**src/rtl/i2s_tx.sv**
```systemverilog
// I2S master transmitter: valid/ready stereo samples in, BCLK/WS/DATA out, single clock domain.
// Define I2S_TX_LEFT_JUSTIFIED_EN for left-justified framing (no one-BCLK data delay).
module i2s_tx #(
    parameter int BCLK_DIV = 4,
    parameter int SAMPLE_W = 16
) (
    input  logic                clk_sys,
    input  logic                reset_n,
    input  logic [SAMPLE_W-1:0] s_left,
    input  logic [SAMPLE_W-1:0] s_right,
    input  logic                s_valid,
    output logic                s_ready,
    output logic                i2s_bclk,
    output logic                i2s_ws,
    output logic                i2s_data,
    output logic                underrun
);

    localparam int FRAME_W = 2 * SAMPLE_W;
    localparam int CNT_W   = (BCLK_DIV > 1) ? $clog2(BCLK_DIV) : 1;
    localparam int P_W     = $clog2(FRAME_W);
    localparam logic [CNT_W-1:0] CNT_LAST = CNT_W'(BCLK_DIV - 1);
    localparam logic [P_W-1:0]   P_LAST   = P_W'(FRAME_W - 1);
    localparam logic [P_W-1:0]   P_RIGHT  = P_W'(SAMPLE_W);

    logic [1:0]                 rst_sync;
    logic                       rst_n;
    logic [CNT_W-1:0]           cnt_p0;
    logic [P_W-1:0]             p_p0;
    logic [P_W-1:0]             p_nxt;
    logic                       wrap;
    logic                       fall;
    logic                       frame_load;
    logic                       xfer;
    logic                       hold_full;
    logic signed [SAMPLE_W-1:0] hold_l;
    logic signed [SAMPLE_W-1:0] hold_r;
    logic [FRAME_W-1:0]         shreg_p1;
    logic [FRAME_W-1:0]         shreg_nxt;
    logic                       data_nxt;

    // Reset asserts immediately, releases two clocks after reset_n rises
    always_ff @(posedge clk_sys or negedge reset_n) begin
        if (!reset_n) rst_sync <= 2'b00;
        else          rst_sync <= {rst_sync[0], 1'b1};
    end
    assign rst_n = rst_sync[1];

    always_comb begin
        wrap       = (cnt_p0 == CNT_LAST);
        fall       = wrap & i2s_bclk;
        p_nxt      = (p_p0 == P_LAST) ? '0 : p_p0 + P_W'(1);
        frame_load = fall & (p_p0 == P_LAST);
        s_ready    = ~hold_full | frame_load;
        xfer       = s_valid & s_ready;
        if (frame_load) shreg_nxt = hold_full ? {hold_l, hold_r} : '0;
        else            shreg_nxt = {shreg_p1[FRAME_W-2:0], 1'b0};
`ifdef I2S_TX_LEFT_JUSTIFIED_EN
        data_nxt   = shreg_nxt[FRAME_W-1];
`else
        // Philips mode: the bit for the previous slot goes out now
        data_nxt   = shreg_p1[FRAME_W-1];
`endif
    end

    // Stage p0: bit-clock divider
    always_ff @(posedge clk_sys or negedge rst_n) begin
        if (!rst_n) begin
            cnt_p0   <= '0;
            i2s_bclk <= 1'b0;
        end else if (wrap) begin
            cnt_p0   <= '0;
            i2s_bclk <= ~i2s_bclk;
        end else begin
            cnt_p0   <= cnt_p0 + CNT_W'(1);
        end
    end

    // Stage p1: slot position, shift pair and serial outputs, all on BCLK falling edge
    always_ff @(posedge clk_sys or negedge rst_n) begin
        if (!rst_n) begin
            p_p0     <= '0;
            shreg_p1 <= '0;
            i2s_ws   <= 1'b0;
            i2s_data <= 1'b0;
            underrun <= 1'b0;
        end else begin
            underrun <= frame_load & ~hold_full;
            if (fall) begin
                p_p0     <= p_nxt;
                shreg_p1 <= shreg_nxt;
                i2s_ws   <= (p_nxt >= P_RIGHT);
                i2s_data <= data_nxt;
            end
        end
    end

    // A pair offered on the load cycle into an empty hold lands in hold, not in this frame
    always_ff @(posedge clk_sys or negedge rst_n) begin
        if (!rst_n) begin
            hold_full <= 1'b0;
            hold_l    <= '0;
            hold_r    <= '0;
        end else if (xfer) begin
            hold_full <= 1'b1;
            hold_l    <= s_left;
            hold_r    <= s_right;
        end else if (frame_load) begin
            hold_full <= 1'b0;
        end
    end

endmodule

```
**config.mk**
```make
export PLATFORM = sky130hd
export DESIGN_NAME = i2s_tx
export DESIGN_NICKNAME = d
export VERILOG_FILES = /design/src/rtl/i2s_tx.sv
export SDC_FILE = /design/constraint.sdc
export NUM_CORES = 1
export LEC_CHECK = 0
export CORE_UTILIZATION = 24
export DETAILED_ROUTE_END_ITERATION = 8
export DONT_BUFFER_PORTS = 1
export GPL_ROUTABILITY_DRIVEN = 0
export PLACE_DENSITY = 0.49
export SETUP_SLACK_MARGIN = 0.2
export SYNTH_ARGS = -nofsm -noshare
export SYNTH_HDL_FRONTEND = slang
export SYNTH_SLANG_ARGS = --single-unit
```
**constraint.sdc**
```tcl
create_clock -name clk_sys -period 3.09 [get_ports clk_sys]
set_clock_uncertainty 0.1 [all_clocks]
set_input_delay 0.4635 -clock clk_sys [delete_from_list [all_inputs] [get_ports clk_sys]]
set_output_delay 0.4635 -clock clk_sys [all_outputs]
set_load 0.02 [all_outputs]
```
# Word level (Yosys, flattened, before mapping)
# Cells that the tools add are included.
# op_classes
add_sub_neg	2
reduce_logical	1
bitwise	7
magnitude_cmp	1
n_eq_ne	2
muxes	6
# ops
operator	n
32-bit 2-to-1 mux	2
5-bit by 1-bit adder with 5-bit output, second input constant	1
5-bit equality test, second input constant	1
5-bit >= comparator, second input constant	1
5-bit 2-to-1 mux	1
1-bit bitwise AND	4
2-bit by 1-bit adder with 2-bit output, second input constant	1
2-bit equality test, second input constant	1
1-bit 2-to-1 mux	2
2-bit 2-to-1 mux	1
1-bit NOT	2
2-bit nonzero test	1
1-bit bitwise OR	1
# totals
out_inout_bits	5
reg_bits	78
inputBits	35
elab_cells	30

# Longest topological paths before layout
# depth
word_depth	6
ltp_mapped	8
ltp_nobuf	6

# Worst setup path after synthesis
# No wires, ideal clock.
# synth_timing
path_kind	reg-to-reg
startpoint	register p_p0[0]
endpoint	register hold_l[10]
setup_slack_ns	1.185
period_less_slack_ns	1.905
n_path_buf	1
path_stages_with_launch	8
t_arrival_ns	1.680
t_required_ns	2.865
path_cell_list	dfrtp_1 ha_1 and3_1 ha_1 nand3_2 a21boi_4 buf_6 mux2_2
# synth_via
elab_chain_cells	4
# synth_lines
element	line	text
from (decl)	29	logic [P_W-1:0] p_p0;
from (signal assigned)	90	p_p0 <= p_nxt;
5-bit equality test	53	frame_load = fall & (p_p0 == P_LAST);
1-bit bitwise AND	53	
1-bit bitwise OR	54	s_ready = ~hold_full | frame_load;
1-bit bitwise AND	55	xfer = s_valid & s_ready;
to (signal assigned)	106	hold_l <= s_left;
to (decl)	36	logic signed [SAMPLE_W-1:0] hold_l;
# Every way passes these cells.
# A chain may end at the register's enable or synchronous reset.

# Worst setup path after layout
# layout_timing
startpoint	register p_p0[0]
endpoint	output port s_ready
# layout_via
elab_chain_cells	3
# layout_lines
element	line	text
5-bit equality test	53	
1-bit bitwise AND	53	
1-bit bitwise OR	54	
to (decl)	12	output logic s_ready,
# Every way passes these cells.

==> flow_summary.yaml <==
critical_path:
  slowest_delay_ns: 0.38
  critPathCaptureType: "primary output"
  crit_family: "simple AND/OR/NAND/NOR gates"
  cpMaxStageDelayCell: "dfrtp_1"
  worstPathArrival_ns: 1.90
  startpoint_type: "register"
  critPathKind: "reg2out"
  crit_fanout: 13
  required_ns: 2.53
  crit_top_cell: "ha_1"
  rrSetupSlack_ns: 0.70
  cp_num_buf_inv: 1
  crit_chain: "ha_1 -> and3_1 -> ha_1 -> buf_4 -> nand3_2 -> nand2_1"
route:
  drc: 0
  drt_iter0_markers: 126
  dr.pass1.iters: 4
  ant_nets: 0
  wl_per_cell_um: 13.6
  routed_wl_mm: 6.30
  viasPerCell: 4.11
  vias: 1900
clock_tree:
  postCtsSetupBuffers: 0
  cts_buffers: 9
  ctsHtreeMaxLevel: 3
  clkSlewWorstSetupHoldPaths_ns: 0.06
  cts_tree: "yes"
  cts-root-buf: "clkbuf_16"
  cts_resized: 0
  clock_insertion_delay_worst_skew_ns: 0.33
  cts_buffer_depth: 2
  cts_num_sinks: 77
floorplan:
  die_x_um: 118
  rows: 42
  die_h_um: 118
  core_mm2: 0.0132
  die_area_mm2: 0.0139
  start_util_pct: 24.5
  pin_count: 40
global_route:
  antenna_found_initial: 0
  grt_pass1_vias: 1981
  grt_max_degree: 76
  grt_use_total_pct: 10.0
  grt_pass1_wl_mm: 10.6
  overflow: 0
pwr:
  p_total_w: 0.00241
  pwr_density_cell_mw_per_mm2: 638
  vdd_ir_drop_max_mv: 0.308
  leakagePower_nw: 1.65
synthesis:
  ys_seq_area_share_pct: 59.6
  syn-num-nets: 319
  synthCells: 281
  yosysWarnings: 0
  ys_seq_elements: 77
  avgSynthCellArea_um2: 11.5
  synth_area_mm2: 0.00323
  yosysUniqueCellTypes: 25
placed_design:
  placedCellCount: 445
  placed_area_mm2: 0.00340
  io_buffers: 0
  hpwl_mm: 4.12
timing:
  rsz0062_at_grt: "no"
  slew_viol_final: 0
  relSlewSlack_pct: 25.9
  worst_pin_slew_ns: 1.11
  setup_viol: 0
  min_period_ns: 2.46
  finalCritPeriodShare_pct: 79.8
  fin_hold_ws_ns: 0.132
  hold_viol_final: 0
  max_freq_ghz: 0.406
  finalSetupTns_ns: 0
layout:
  final_common_cell: "dfrtp_1"
  multi_input_comb_area_mm2: 0.00121
  layout-drive-gt1-share_pct: 20.6
  regArea_mm2: 0.00193
  stdcell_area_mm2: 0.00377
  diodes: 0
  area_growth_pct: 16.7
  final_cell_mix: "76 x dfrtp_1, 34 x nand2_1, 34 x mux2_2"
  nets: 319
  final_cells: 462
  num-fill-cells: 1362
outcome:
  status: "completed"
run:
  maxCapViolCount: 0
min_path:
  hp-class: "in2reg"
-- final cells by class --
class	count	share of cell area, %
Tap cell	176	5.84
Clock buffer	11	6.70
Inverter	1	0.0995
Timing Repair Buffer	6	1.26
Sequential cell	77	51.2
Multi-Input combinational cell	186	32.1
Clock inverter	5	2.82
-- logic make-up (layout without fill, tap and decap cells) --
group,after synthesis,in the layout,share of synthesized area [%]
adders and majority gates,3,3,1.16
buffers and inverters,18,23,2.98
DFF,77,77,59.6
and+or+nand+nor,78,78,12.3
muxes,36,36,12.5
other,1,1,0.116
xor gates and xnor gates,1,1,0.271
AOI/OAI and AO/OA,67,67,11.0
-- path summary, 6_finish.rpt --
path	endpoint	startpoint	cells after the start
worst max register to register	shreg_p1[19]	p_p0[0]	6
worst max-delay path	s_ready	p_p0[0]	6
worst min register to register	rst_sync[1]	rst_sync[0]	0
worst min-delay path	hold_full	s_valid	1
min in group asynchronous	rst_sync[1]	reset_n	1
max in group asynchronous	hold_l[9]	rst_sync[1]	0
-- routing by layer --
layer	up-vias	track usage (%)	part of all wire, %
met3	7	4.80	5.7
met2	33	15.4	48
li1	948	-	-
met5	-	0	0
met4	0	4.09	1.6
met1	912	12.0	45
-- what timing repair did --
action,in CTS,in global routing
endpoints found under the setup margin,0,0
hold buffers,1,0
endpoints found under the hold margin,2,0
-- stage by stage --
step                      utilization, %  worst slack, ns
after CTS                           28.6            0.632
after global routing                28.6            0.408
after global placement              25.8            0.731
final                               28.6            0.625
after detailed placement            25.8            0.656
after floorplan                        -            0.687
-- report_power, final --
| group | internal (W) | switching (W) |
|---|---|---|
| Sequential | 0.00106 | 0.0000510 |
| Clock | 0.000834 | 0.000403 |
| Combinational | 0.0000401 | 0.0000126 |
| Total | 0.00194 | 0.000466 |
-- registers in the layout (all words and copies together), names as in the netlist --
name and count:
rst_sync 2, shreg_p1 32, hold_l 16, p_p0 4
cnt_p0 2, hold_full 1, i2s_ws 1, underrun 1
i2s_data 1, i2s_bclk 1, hold_r 16
-- cells in the mapped netlist --
cell,count,area (um^2)
dfrtp_1,77,1930
a31oi_1,1,6.26
conb_1,1,3.75
mux2_1,2,22.5
nor4_1,1,6.26
nor2_1,3,11.3
a21boi_4,1,18.8
nand2_1,35,131
o21ai_0,33,165
buf_2,5,25.0
and2_1,1,6.26
mux2_2,34,383
a21oi_1,31,155
nand3_2,1,10.0
nand2b_1,1,6.26
a221o_1,1,10.0
and4b_1,1,10.0
clkbuf_1,9,33.8
and3_1,1,6.26
nor2b_1,32,200
ha_1,3,37.5
nand3_1,2,10.0
xor2_1,1,8.76
inv_1,1,3.75
buf_6,3,33.8
Note: power is estimated with default switching activity, not from simulation.
